===== config.mk =====
export PLATFORM = sky130hd
export DESIGN_NAME = contador_param_flat
export DESIGN_NICKNAME = d
export VERILOG_FILES = /design/src/rtl/contador_param_if.sv /design/src/rtl/contador_param.sv /design/src/flat_wrapper.sv
export SDC_FILE = /design/constraint.sdc
export NUM_CORES = 1
export LEC_CHECK = 0
export ABC_AREA = 0
export CAP_MARGIN = 20
export CORE_MARGIN = 3
export CORE_UTILIZATION = 51
export CTS_BUF_LIST = sky130_fd_sc_hd__clkbuf_8 sky130_fd_sc_hd__clkbuf_16
export DETAILED_ROUTE_END_ITERATION = 8
export PLACE_DENSITY = 0.9
export SKIP_LAST_GASP = 1
export SYNTH_ARGS = -nofsm -noshare
export SYNTH_HDL_FRONTEND = slang
export SYNTH_SLANG_ARGS = --single-unit

===== constraint.sdc =====
create_clock -name clk -period 2.55 [get_ports clk]
set_input_delay 0.6375 -clock clk [delete_from_list [all_inputs] [get_ports clk]]
set_output_delay 0.6375 -clock clk [all_outputs]
set_load 0.005 [all_outputs]

===== src/rtl/contador_param_if.sv =====
// Interface: contador_param_if
// Bundles the control inputs and count outputs of contador_param.
// master : the logic that drives the counter (button stage, control).
// slave  : the counter itself.
// Build macro CONTADOR_OVF_STICKY_EN adds the sticky overflow flag ovf_o.
interface contador_param_if #(
  parameter int WIDTH = 8
);
  logic             clear_i;
  logic             load_i;
  logic [WIDTH-1:0] load_val_i;
  logic             boton_i;
  logic             dir_i;
  logic [WIDTH-1:0] conta_o;
  logic             tc_o;
`ifdef CONTADOR_OVF_STICKY_EN
  logic             ovf_o;

  modport master (
    output clear_i, load_i, load_val_i, boton_i, dir_i,
    input  conta_o, tc_o, ovf_o
  );

  modport slave (
    input  clear_i, load_i, load_val_i, boton_i, dir_i,
    output conta_o, tc_o, ovf_o
  );
`else
  modport master (
    output clear_i, load_i, load_val_i, boton_i, dir_i,
    input  conta_o, tc_o
  );

  modport slave (
    input  clear_i, load_i, load_val_i, boton_i, dir_i,
    output conta_o, tc_o
  );
`endif
endinterface


===== src/rtl/contador_param.sv =====
// Module: contador_param
// Parametrised event counter fed by the button conditioning stage.
// Counts qualified boton_i events up or down between 0 and MAX_VAL, either
// wrapping or saturating at the limits, with synchronous clear and load
// (clear > load > event > hold) and a registered terminal-count pulse.
// Build macro CONTADOR_OVF_STICKY_EN adds the sticky overflow flag ovf_o,
// set whenever tc_o pulses and cleared only by reset_i or clear_i.
module contador_param #(
  parameter int               WIDTH     = 8,
  parameter logic [WIDTH-1:0] MAX_VAL   = '1,
  parameter int               SATURATE  = 0,
  parameter int               EDGE_MODE = 1
) (
  input logic              clk,
  input logic              reset_i,
  contador_param_if.slave  bus
);

  if (WIDTH < 2) begin : g_bad_width
    $error("contador_param: WIDTH must be at least 2");
  end
  if (MAX_VAL == '0) begin : g_bad_max
    $error("contador_param: MAX_VAL must be at least 1");
  end

  logic             boton_q;
  logic             ev;
  logic             at_max;
  logic             at_min;
  logic [WIDTH-1:0] load_clamped;
  logic [WIDTH-1:0] conta_q;
  logic [WIDTH-1:0] conta_d;
  logic             tc_q;
  logic             tc_d;

  // Event qualification: a rising edge of boton_i, or simply boton_i high.
  always_comb begin
    if (EDGE_MODE != 0) ev = bus.boton_i & ~boton_q;
    else                ev = bus.boton_i;
  end

  assign at_max       = (conta_q == MAX_VAL);
  assign at_min       = (conta_q == '0);
  assign load_clamped = (bus.load_val_i > MAX_VAL) ? MAX_VAL : bus.load_val_i;

  // Next count and terminal-count pulse: clear > load > event > hold.
  always_comb begin
    // NOTE: every output of this block gets a default first, so no path can
    // leave a variable unassigned and infer a latch.
    conta_d = conta_q;
    tc_d    = 1'b0;
    if (bus.clear_i) begin
      conta_d = '0;
    end else if (bus.load_i) begin
      conta_d = load_clamped;
    end else if (ev) begin
      if (bus.dir_i) begin
        if (at_max) begin
          tc_d    = 1'b1;
          conta_d = (SATURATE != 0) ? MAX_VAL : '0;
        end else begin
          conta_d = conta_q + WIDTH'(1);
        end
      end else begin
        if (at_min) begin
          tc_d    = 1'b1;
          conta_d = (SATURATE != 0) ? '0 : MAX_VAL;
        end else begin
          conta_d = conta_q - WIDTH'(1);
        end
      end
    end
  end

  // Count, pulse and edge-detector registers; reset aborts a count at once.
  always_ff @(posedge clk or negedge reset_i) begin
    if (!reset_i) begin
      conta_q <= '0;
      tc_q    <= 1'b0;
      boton_q <= 1'b0;
    end else begin
      // NOTE: state registers use non-blocking assignments so every flop
      // samples the pre-edge values, independent of statement order.
      conta_q <= conta_d;
      tc_q    <= tc_d;
      // Tracks boton_i even on clear/load cycles, so a held press is consumed.
      boton_q <= bus.boton_i;
    end
  end

  assign bus.conta_o = conta_q;
  assign bus.tc_o    = tc_q;

`ifdef CONTADOR_OVF_STICKY_EN
  logic ovf_q;

  // Sticky overflow: set with every terminal-count pulse, cleared by clear_i.
  always_ff @(posedge clk or negedge reset_i) begin
    if (!reset_i) begin
      ovf_q <= 1'b0;
    end else if (bus.clear_i) begin
      ovf_q <= 1'b0;
    end else if (tc_d) begin
      ovf_q <= 1'b1;
    end
  end

  assign bus.ovf_o = ovf_q;
`endif

endmodule


===== src/flat_wrapper.sv =====
// flat-port wrapper written by rule: the top's interface ports become plain ports
module contador_param_flat 
#(
  parameter int               WIDTH     = 8,
  parameter logic [WIDTH-1:0] MAX_VAL   = '1,
  parameter int               SATURATE  = 0,
  parameter int               EDGE_MODE = 1
)
  (clk, reset_i, bus_clear_i, bus_load_i, bus_load_val_i, bus_boton_i, bus_dir_i, bus_conta_o, bus_tc_o);
  contador_param_if #(.WIDTH(WIDTH)) bus_i ();
  input logic clk;
  input logic reset_i;
  input wire logic [$bits(bus_i.clear_i)-1:0] bus_clear_i;
  input wire logic [$bits(bus_i.load_i)-1:0] bus_load_i;
  input wire logic [$bits(bus_i.load_val_i)-1:0] bus_load_val_i;
  input wire logic [$bits(bus_i.boton_i)-1:0] bus_boton_i;
  input wire logic [$bits(bus_i.dir_i)-1:0] bus_dir_i;
  output wire logic [$bits(bus_i.conta_o)-1:0] bus_conta_o;
  output wire logic [$bits(bus_i.tc_o)-1:0] bus_tc_o;
  assign bus_i.clear_i = bus_clear_i;
  assign bus_i.load_i = bus_load_i;
  assign bus_i.load_val_i = bus_load_val_i;
  assign bus_i.boton_i = bus_boton_i;
  assign bus_i.dir_i = bus_dir_i;
  assign bus_conta_o = bus_i.conta_o;
  assign bus_tc_o = bus_i.tc_o;
  contador_param #(.WIDTH(WIDTH), .MAX_VAL(MAX_VAL), .SATURATE(SATURATE), .EDGE_MODE(EDGE_MODE)) u_core (.clk(clk), .reset_i(reset_i), .bus(bus_i));
endmodule

==> flow_summary_export.csv <==
group,metric,value,unit
status,run_status,"finished clean",
clocking,cts_tree,"done",
min_path,hold_class,"register to register",
clocking,clock_latency,0.24,ns
cells_and_area,multi_input_area,551,um^2
critical_path,path_buf_inv,1,
critical_path,end_kind,"register",
critical_path,crit_path_max_incr_delay,0.53,ns
placed_design,pre_cts_slack,0.302,ns
routing,routedWlPerCell,16.6,um
cells_and_area,final_cell_mix,"clkdlybuf4s50_1, dfrtp_1, nor2b_1, nand2_1",
global_routing,grt_usage,0.240,
synth,synth_edf_count,0,
sta,setup_tns,0,ns
die,fp-row-count,14,
cells_and_area,layout_commonest_cell,"clkdlybuf4s50_1",
cells_and_area,seqCellArea,250,um^2
routing,first_iter_violations,30,
synth,synth_top_area_frac,0.292,
global_routing,grt_overflow,0,
synth,ys_seq_elements,10,
sta,slew-limit-headroom,0.671,
die,die_w,47.0,um
clocking,cts_resized,0,
synth,synthTopCellsByArea,"dfrtp_1, a221o_1, a22oi_1, ha_1, nor2b_1",
global_routing,first_global_vias,889,
clocking,clock-root-buffer,"clkbuf_8",
sta,max_freq,486,MHz
critical_path,cp_slowest_cell,"clkdlybuf4s50_1",
power_and_ir_drop,p_leak,0.435,nW
synth,synth.yosys.seq_area_share,0.292,
cells_and_area,antenna_cells,0,
critical_path,path_max_fanout,6,
power_and_ir_drop,irDropWorstVdd,0.317,mV
clocking,postCtsSetupRepairBufs,0,
synth,synth_nets,117,
sta,tightest_slew,0.492,ns
cells_and_area,drive_gt1_frac,0.0984,
clocking,numCtsBuffers,3,
die,core-area,1540,um^2
critical_path,critPathTopFamily,"compound AO/OA/AOI/OAI gates",
cells_and_area,synthToLayoutAreaGrowth,33.8,%
placed_design,dp_hpwl,1.73,mm
die,pin_count,23,
synth,ys.warnings.count,0,
die,die_y,47.0,um
cells_and_area,nets,140,
synth,netlist_instances,100,
sta,min_period_over_period,0.808,
power_and_ir_drop,p_per_area,471,nW/um^2
synth,synth_top_area_cell,"dfrtp_1",
run,cap_violations,0,
routing,viasPerCell,6.37,
sta,finalSetupViolCount,0,
critical_path,worstPathArrival,2.22,ns
clocking,clockBufferDepth,2,
synth,synthFlopType,"dfrtp_1",
placed_design,io_buffers,22,
placed_design,place.gp.congestion,0.917,
routing,ant_nets,0,
clocking,cts_sinks,10,
sta,finClkSkew,0.00525,ns
sta,post-route-min-period,2.06,ns
synth,synth_area,856,um^2
routing,drt-pass1-iter-count,4,
sta,rsz0062_at_grt,"false",
global_routing,grt_pass1_wl,3.77,mm
die,initial_core_util,0.555,
clocking,clk_pin_slew,0.05,ns
cells_and_area,finalNonFillerCells,138,
global_routing,grt_max_degree,11,
sta,setup_ws,0.491,ns
synth,syn_area_per_cell,8.56,um^2
synth,synth_cell_types,41,
routing,wl,2.29,mm
sta,finalMaxSlewViolations,0,
clocking,cts.hold.buffers_added,0,
critical_path,startpoint_type,"input pin",
sta,hold_viol,0,
critical_path,crit_type,"input pin to register",
synth,synthArstFlopShare,1.00,
global_routing,antenna_found_initial,0,
critical_path,crit_required,2.71,ns
die,die-area,2210,um^2
routing,drc,0,
placed_design,dp_cells,134,
routing,dr_total_vias,879,
clocking,cts-htree-levels,1,
critical_path,crit_chain,"clkdlybuf4s50_1 > nor4b_1 > o31ai_1 > a221o_1 > o21ai_1",
cells_and_area,n_fill_cell,122,
flip-flops by register name, indices dropped and copies added, names as in the netlist:
signal,count
u_core.bus.conta_o,8
u_core.boton_q,1
u_core.bus.tc_o,1
path summary, 6_finish.rpt:
check	start	end	slack [ns]	depth (start not counted)
max in group asynchronous	reset_i	u_core.bus.tc_o	1.49	1
worst min-delay path	u_core.boton_q	u_core.bus.conta_o[0]	0.63	3
worst min register to register	u_core.boton_q	u_core.bus.conta_o[0]	0.63	3
min in group asynchronous	reset_i	u_core.bus.conta_o[4]	0.73	1
worst max-delay path	bus_clear_i	u_core.bus.conta_o[3]	0.49	5
worst max register to register	u_core.bus.conta_o[0]	u_core.bus.conta_o[4]	0.69	6
logic make-up (layout without fill, tap and decap cells):
family,Yosys count,in the layout,synth area share
AOI/OAI and AO/OA,32,32,0.273
xor gates and xnor gates,8,8,0.0819
adders and majority gates,3,3,0.0439
buffers and inverters,12,34,0.0643
DFF,10,10,0.292
and+or+nand+nor,35,35,0.244
worst min-delay path, stage by stage, from the launching register on:
cell and delay (ns):
dfrtp_1 0.34, nor4b_1 0.07, o31ai_1 0.10, o22ai_1 0.07
cell usage after synthesis, types with 2 or more instances:
cell type   n
nand3_1     5
a31oi_1     2
nand3b_1    2
a21oi_1     4
o31ai_1     2
dfrtp_1    10
a221o_1     4
o21ai_1     2
nand2_1     6
ha_1        3
xnor2_1     4
nor2_1      5
inv_1       3
clkbuf_1    6
a22oi_1     5
o21ai_0     3
nor2b_1     6
buf_2       2
xor2_1      4
layer usage:
layer	up-vias	share of wire	GRT usage
met1	397	0.41	0.297
li1	425	-	-
met3	9	0.085	0.0268
met5	-	0	0
met2	48	0.47	0.409
met4	0	0.030	0.116
power by group:
part | switching [W] | total, W | leakage (nW) | internal, W
sequential | 0.0000234 | 0.000192 | 0.131 | 0.000169
combinational | 0.0000629 | 0.000142 | 0.275 | 0.0000794
clock | 0.0000685 | 0.000205 | 0.0288 | 0.000136
total | 0.000155 | 0.000539 | 0.435 | 0.000384
through the flow:
step                      hold slack [ns]   util  power, W  instance area (um^2)
after detailed placement            0.628  0.707  0.000335                  1090
after CTS                           0.636  0.743  0.000541                  1140
after global routing                0.677  0.743  0.000565                  1140
final                               0.632  0.743  0.000539                  1140
after global placement              0.620  0.707  0.000330                  1090
after floorplan                     0.342      -  0.000273                   856
layout make-up:
cell class	instances	area share
multi-input combinational	78	0.481
timing repair buffer	27	0.225
sequential	10	0.219
clock buffer	4	0.0481
tap	16	0.0175
inverter	3	0.00984
No activity file was read; power rests on OpenSTA's default activity.
